## config.mk

```make
export PLATFORM = sky130hd
export DESIGN_NAME = relu_grad_mask_flat
export DESIGN_NICKNAME = d
export VERILOG_FILES = /design/src/rtl/relu_grad_mask_if.sv /design/src/rtl/relu_grad_mask.sv /design/src/flat_wrapper.sv
export SDC_FILE = /design/constraint.sdc
export NUM_CORES = 1
export LEC_CHECK = 0
export BUFFER_PORTS_ARGS = -buffer_cell sky130_fd_sc_hd__buf_2
export CAP_MARGIN = 20
export CORE_MARGIN = 3
export CORE_UTILIZATION = 65
export CTS_BUF_LIST = sky130_fd_sc_hd__clkbuf_8
export DETAILED_ROUTE_END_ITERATION = 10
export PLACE_DENSITY = 0.87
export SETUP_SLACK_MARGIN = 0.1
export SLEW_MARGIN = 20
export SYNTH_ARGS = -nofsm -noshare
export SYNTH_HDL_FRONTEND = slang
export SYNTH_SLANG_ARGS = --single-unit
```

## constraint.sdc

```tcl
create_clock -name clk -period 19.32 [get_ports clk]
set_input_delay 0.966 -clock clk [delete_from_list [all_inputs] [get_ports clk]]
set_output_delay 0.966 -clock clk [all_outputs]
set_load 0.01 [all_outputs]
```

## src/rtl/relu_grad_mask_if.sv

```systemverilog
// Handshake bundle between relu_grad_mask and its forward/backward neighbours.
// The DUT takes the slave modport; the master modport drives the streams.
interface relu_grad_mask_if #(
    parameter int WIDTH      = 8,
    parameter int GRAD_WIDTH = 16
);
    logic                         fwd_valid;
    logic signed [WIDTH-1:0]      fwd_data;
    logic                         fwd_ready;
    logic                         bwd_in_valid;
    logic signed [GRAD_WIDTH-1:0] bwd_in_grad;
    logic                         bwd_in_ready;
    logic                         bwd_out_valid;
    logic signed [GRAD_WIDTH-1:0] bwd_out_grad;
    logic                         bwd_out_ready;
    logic                         mask_full;
    logic                         apply_done;

    modport master (
        output fwd_valid, fwd_data, bwd_in_valid, bwd_in_grad, bwd_out_ready,
        input  fwd_ready, bwd_in_ready, bwd_out_valid, bwd_out_grad, mask_full, apply_done
    );

    modport slave (
        input  fwd_valid, fwd_data, bwd_in_valid, bwd_in_grad, bwd_out_ready,
        output fwd_ready, bwd_in_ready, bwd_out_valid, bwd_out_grad, mask_full, apply_done
    );
endinterface

```

## src/rtl/relu_grad_mask.sv

```systemverilog
// ReLU backward-pass mask: records sign of each forward pre-activation, then
// zeroes returning gradients wherever the forward ReLU clamped its input.
module relu_grad_mask #(
    parameter int WIDTH      = 8,
    parameter int GRAD_WIDTH = 16,
    parameter int DEPTH      = 784
) (
    input  logic             clk,
    input  logic             rst,
    input  logic             i_flush,
    relu_grad_mask_if.slave  bus
);
    localparam int IDX_W = $clog2(DEPTH + 1);
    localparam int AW    = $clog2(DEPTH);
    localparam logic [IDX_W-1:0] LAST = IDX_W'(DEPTH - 1);

    typedef enum logic {CAPTURE = 1'b0, APPLY = 1'b1} state_t;

    // Zero passes through the forward ReLU, so it keeps its gradient.
    function automatic logic relu_pass(input logic signed [WIDTH-1:0] x);
        return (x >= 0);
    endfunction

    function automatic logic signed [GRAD_WIDTH-1:0] mask_grad(
        input logic                         keep,
        input logic signed [GRAD_WIDTH-1:0] g
    );
        return keep ? g : '0;
    endfunction

    state_t                       r_state;
    logic [DEPTH-1:0]             r_mask;
    logic [IDX_W-1:0]             r_wr_idx;
    logic [IDX_W-1:0]             r_rd_idx;
    logic signed [GRAD_WIDTH-1:0] r_grad_p1;
    logic                         r_vld_p1;
    logic                         r_done;

    logic          w_fwd_acc;
    logic          w_bwd_rdy;
    logic          w_bwd_acc;
    logic [AW-1:0] w_wr_sel;
    logic [AW-1:0] w_rd_sel;

    assign w_fwd_acc = bus.fwd_valid && (r_state == CAPTURE);
    assign w_bwd_rdy = (r_state == APPLY) && (!r_vld_p1 || bus.bwd_out_ready);
    assign w_bwd_acc = bus.bwd_in_valid && w_bwd_rdy;
    assign w_wr_sel  = r_wr_idx[AW-1:0];
    assign w_rd_sel  = r_rd_idx[AW-1:0];

    // Mask storage is never cleared; every bit is rewritten before it is read.
    always_ff @(posedge clk) begin
        if (!rst && !i_flush && w_fwd_acc)
            r_mask[w_wr_sel] <= relu_pass(bus.fwd_data);
    end

    always_ff @(posedge clk) begin
        if (rst || i_flush) begin
            r_state   <= CAPTURE;
            r_wr_idx  <= '0;
            r_rd_idx  <= '0;
            r_grad_p1 <= '0;
            r_vld_p1  <= 1'b0;
            r_done    <= 1'b0;
        end else begin
            r_done <= 1'b0;
            case (r_state)
                CAPTURE: begin
                    if (w_fwd_acc) begin
                        if (r_wr_idx == LAST) begin
                            r_wr_idx <= '0;
                            r_state  <= APPLY;
                        end else begin
                            r_wr_idx <= r_wr_idx + 1'b1;
                        end
                    end
                end
                APPLY: begin
                    if (w_bwd_acc) begin
                        if (r_rd_idx == LAST) begin
                            r_rd_idx <= '0;
                            r_state  <= CAPTURE;
                            r_done   <= 1'b1;
                        end else begin
                            r_rd_idx <= r_rd_idx + 1'b1;
                        end
                    end
                end
                default: r_state <= CAPTURE;
            endcase

            // ---- stage p1: masked gradient output register ----
            // Drains on its own, so it may still hold the last gradient in CAPTURE.
            if (w_bwd_acc) begin
                r_grad_p1 <= mask_grad(r_mask[w_rd_sel], bus.bwd_in_grad);
                r_vld_p1  <= 1'b1;
            end else if (r_vld_p1 && bus.bwd_out_ready) begin
                r_vld_p1  <= 1'b0;
            end
        end
    end

    assign bus.fwd_ready     = (r_state == CAPTURE);
    assign bus.bwd_in_ready  = w_bwd_rdy;
    assign bus.bwd_out_valid = r_vld_p1;
    assign bus.bwd_out_grad  = r_grad_p1;
    assign bus.mask_full     = (r_state == APPLY);
    assign bus.apply_done    = r_done;
endmodule

```

## src/flat_wrapper.sv

```systemverilog
// flat-port wrapper written by rule: the top's interface ports become plain ports
module relu_grad_mask_flat 
#(
    parameter int WIDTH      = 8,
    parameter int GRAD_WIDTH = 16,
    parameter int DEPTH      = 784
)
  (clk, rst, i_flush, bus_fwd_valid, bus_fwd_data, bus_bwd_in_valid, bus_bwd_in_grad, bus_bwd_out_ready, bus_fwd_ready, bus_bwd_in_ready, bus_bwd_out_valid, bus_bwd_out_grad, bus_mask_full, bus_apply_done);
  relu_grad_mask_if #(.WIDTH(WIDTH), .GRAD_WIDTH(GRAD_WIDTH)) bus_i ();
  input  logic clk;
  input  logic rst;
  input  logic i_flush;
  input wire logic [$bits(bus_i.fwd_valid)-1:0] bus_fwd_valid;
  input wire logic [$bits(bus_i.fwd_data)-1:0] bus_fwd_data;
  input wire logic [$bits(bus_i.bwd_in_valid)-1:0] bus_bwd_in_valid;
  input wire logic [$bits(bus_i.bwd_in_grad)-1:0] bus_bwd_in_grad;
  input wire logic [$bits(bus_i.bwd_out_ready)-1:0] bus_bwd_out_ready;
  output wire logic [$bits(bus_i.fwd_ready)-1:0] bus_fwd_ready;
  output wire logic [$bits(bus_i.bwd_in_ready)-1:0] bus_bwd_in_ready;
  output wire logic [$bits(bus_i.bwd_out_valid)-1:0] bus_bwd_out_valid;
  output wire logic [$bits(bus_i.bwd_out_grad)-1:0] bus_bwd_out_grad;
  output wire logic [$bits(bus_i.mask_full)-1:0] bus_mask_full;
  output wire logic [$bits(bus_i.apply_done)-1:0] bus_apply_done;
  assign bus_i.fwd_valid = bus_fwd_valid;
  assign bus_i.fwd_data = bus_fwd_data;
  assign bus_i.bwd_in_valid = bus_bwd_in_valid;
  assign bus_i.bwd_in_grad = bus_bwd_in_grad;
  assign bus_i.bwd_out_ready = bus_bwd_out_ready;
  assign bus_fwd_ready = bus_i.fwd_ready;
  assign bus_bwd_in_ready = bus_i.bwd_in_ready;
  assign bus_bwd_out_valid = bus_i.bwd_out_valid;
  assign bus_bwd_out_grad = bus_i.bwd_out_grad;
  assign bus_mask_full = bus_i.mask_full;
  assign bus_apply_done = bus_i.apply_done;
  relu_grad_mask #(.WIDTH(WIDTH), .GRAD_WIDTH(GRAD_WIDTH), .DEPTH(DEPTH)) u_core (.clk(clk), .rst(rst), .i_flush(i_flush), .bus(bus_i));
endmodule
```

==> impl_metrics.py <==
metrics = {
    "status": {
        "outcome": "finished, final reports clean",
    },
    "critical_path": {
        "required_ps": 19960,
        "path_max_fanout": 87,
        "cp-start-kind": "flop",
        "r2r_cells": 9,
        "cp-startpoint": "u_core.r_rd_idx[0]",
        "worstSetupEndpointType": "flop",
        "worstPathArrival_ps": 5260,
        "r2r_start": "u_core.r_rd_idx[0]",
        "critical_path.endpoint": "u_core.bus.bwd_out_grad[9]",
        "crit_type": "reg2reg",
        "reg2reg_to": "u_core.bus.bwd_out_grad[9]",
        "rrSetupSlack_ps": 14700,
    },
    "power_and_ir_drop": {
        "swShare_pct": 21.1,
        "power.leakage_nw": 11.3,
        "switchingPower_w": 0.000685,
        "p_int_w": 0.00257,
        "clock_power_share_pct": 39.1,
        "seqPwrFrac_pct": 60.0,
        "power_density_nw_per_um2": 84.4,
        "totalPowerFinal_w": 0.00325,
        "p_comb_share_pct": 1.0,
        "peakVddDrop_v": 0.0000534,
    },
    "min_path": {
        "hp-class": "in2reg",
        "hp-start": "bus_bwd_in_grad[10]",
    },
    "synthesis": {
        "synth-seq-area-share_pct": 67.8,
        "avgSynthCellArea_um2": 14.0,
        "netlist-cell-type-count": 64,
        "netlist_instances": 2561,
        "yosys_warnings": 0,
        "yosys_most_used_dff": "edfxtp_1",
        "synth_async_sr_flop_share_pct": 0,
        "synthesis.nets": 2596,
        "synth.area.top_cells": "edfxtp_1, mux4_2, nor2_1",
        "synth_area_leader_cell": "edfxtp_1",
        "synth_edf_count": 784,
        "synth_area_um2": 35900,
        "ys_ff_latch": 823,
        "synth_most_common_cell": "nor2_1",
        "synthTopCellsByCount": "nor2_1, edfxtp_1, mux4_2, clkbuf_1, nand2_1",
        "synth.top_cell.area_share_pct": 65.6,
    },
    "place": {
        "place_inst": 3126,
        "dpl_cell_area_um2": 36300,
        "port_buffers": 43,
        "dp_hpwl_mm": 51.4,
        "globalplace.congestion": 0.933,
    },
    "layout": {
        "area_delta_synth_final_pct": 7.52,
        "fillers": 3191,
        "final_nets": 2588,
        "fin_cells": 3349,
        "drive_gt1_share_pct": 17.6,
        "stdcell_area_um2": 38600,
    },
    "cts": {
        "clockBufferDepth": 3,
        "clkSlewWorstSetupHoldPaths_ps": 70,
        "postCtsHoldBufs": 0,
        "post_cts_resized": 0,
        "cts_htree_levels": 3,
        "cts_buffers": 120,
        "clk_latency_ps": 790,
        "tritoncts": "done",
        "cts.sink_count": 823,
        "postCtsSetupRepairBufs": 0,
        "cts-root-buf": "clkbuf_8",
    },
    "die": {
        "initial_utilization_pct": 66.1,
        "fp.dieH_um": 241,
        "io_pins": 51,
        "core_um2": 54200,
        "die-area_um2": 58000,
        "fp.dieW_um": 241,
        "rows": 85,
    },
    "sta": {
        "finalSetupTns_ps": 0,
        "finalSetupViolCount": 0,
        "finalClockSkew_ps": 69.3,
        "rsz0062_at_grt": "false",
        "timing_hold_violations_final": 0,
        "tightest_slew_ps": 1080,
        "period_minus_slack_ps": 4620,
        "relSlewSlack_pct": 28.0,
        "fmax_mhz": 216,
        "final_max_slew_viol_count": 0,
        "finalCritPeriodShare_pct": 23.9,
    },
    "routing": {
        "ant_nets": 0,
        "dr.pass1.iters": 7,
        "wl_mm": 91.7,
        "drcViolationCount": 0,
        "via_count": 23000,
        "drtIter0Drc": 3691,
        "detail_route.wl_per_cell_um": 27.4,
        "viasPerCell": 6.87,
    },
    "grt": {
        "grt_pass1_wl_mm": 135,
        "grt_use_total_pct": 32.0,
        "grt_start_max_net_pins": 347,
        "grt_pass1_vias": 22700,
        "overflow": 0,
        "antenna_found_initial": 0,
    },
    "run": {
        "maxCapViolCount": 0,
    },
}
## critical path: stages (launching register included)
cell and delay [ps]:
dfxtp_4 680, buf_12 540, mux4_2 630, mux4_2 470
o21ai_0 590, nand4_1 250, a221oi_1 590, nor4_2 90
buf_4 220, a32o_1 270
## power by group through the flow
stage	sequential, W	combinational (W)	clock [W]
CTS	0.00195	0.0000293	0.00127
finish	0.00195	0.0000309	0.00127
detailed placement	0.00199	0.0000293	0
floorplan	0.00201	0.0000160	0
global placement	0.00199	0.0000268	0
global route	0.00195	0.0000335	0.00135
## state kept, by name, indices dropped and copies added (netlist names)
name                      cells
u_core.bus.bwd_out_valid      1
u_core.bus.apply_done         1
u_core.bus.bwd_out_grad      16
u_core.r_wr_idx              10
u_core.r_rd_idx              10
u_core.bus.mask_full          1
u_core.r_mask               784
## layer usage
layer  share of wire, %  vias to the layer above  track usage [%]
li1                   -                     9353                -
met1                 33                    11300             41.9
met2                 47                     1950             49.5
met3                 15                      387             9.05
met4                5.6                        0             17.2
met5                  0                        -                0
## cell type report
class                   count  area, µm²  share of cell area, %
diodes                      1       2.50                0.00649
well taps                 696        871                   2.26
multi-input cells        1501      10400                   27.1
inverters                   8       37.5                 0.0973
clock buffers             129       1780                   4.60
clock inverters            92        390                   1.01
flip-flops and latches    823      24300                   63.1
repair buffers             99        724                   1.88
## logic make-up after synthesis
family	count (synthesis)	share of synthesized area, %
xor gates and xnor gates	16	0.391
muxes	279	13.4
adders and majority gates	5	0.174
buffers and inverters	237	3.30
AOI/OAI and AO/OA	139	2.85
and+or+nand+nor	1062	12.1
DFF	823	67.8
## how the worst min path moves through the flow
stage,cells past startpoint,endpoint
floorplan,2,u_core.r_wr_idx[1]
global placement,1,u_core.bus.bwd_out_grad[4]
detailed placement,1,u_core.bus.bwd_out_grad[10]
CTS,2,u_core.bus.bwd_out_grad[10]
global route,2,u_core.bus.bwd_out_grad[14]
finish,2,u_core.bus.bwd_out_grad[10]
## stage by stage
| stage | setup slack (ps) | hold WS (ps) | utilization [%] |
|---|---|---|---|
| final | 14700 | 448 | 71.1 |
| after detailed placement | 14840 | 450 | 67.0 |
| after CTS | 14800 | 415 | 71.0 |
| after floorplan | 8040 | 465 | - |
| after global placement | 14820 | 441 | 66.9 |
| after global routing | 14650 | 423 | 71.1 |
## layout by cell type, fill, tap and decap left out, drive strengths merged, types with 17 or more instances in the layout
cell | synthesis | routed
a21oi | 20 | 20
a32o | 17 | 17
buf | 92 | 99
clkbuf | 137 | 129
clkinv | 0 | 33
dfxtp | 39 | 39
edfxtp | 784 | 784
inv | 8 | 62
mux2 | 18 | 18
mux2i | 101 | 101
mux4 | 160 | 160
nand2 | 104 | 104
nand3 | 29 | 29
nor2 | 833 | 833
nor2b | 20 | 20
Note: power is estimated with default switching activity, not from simulation.
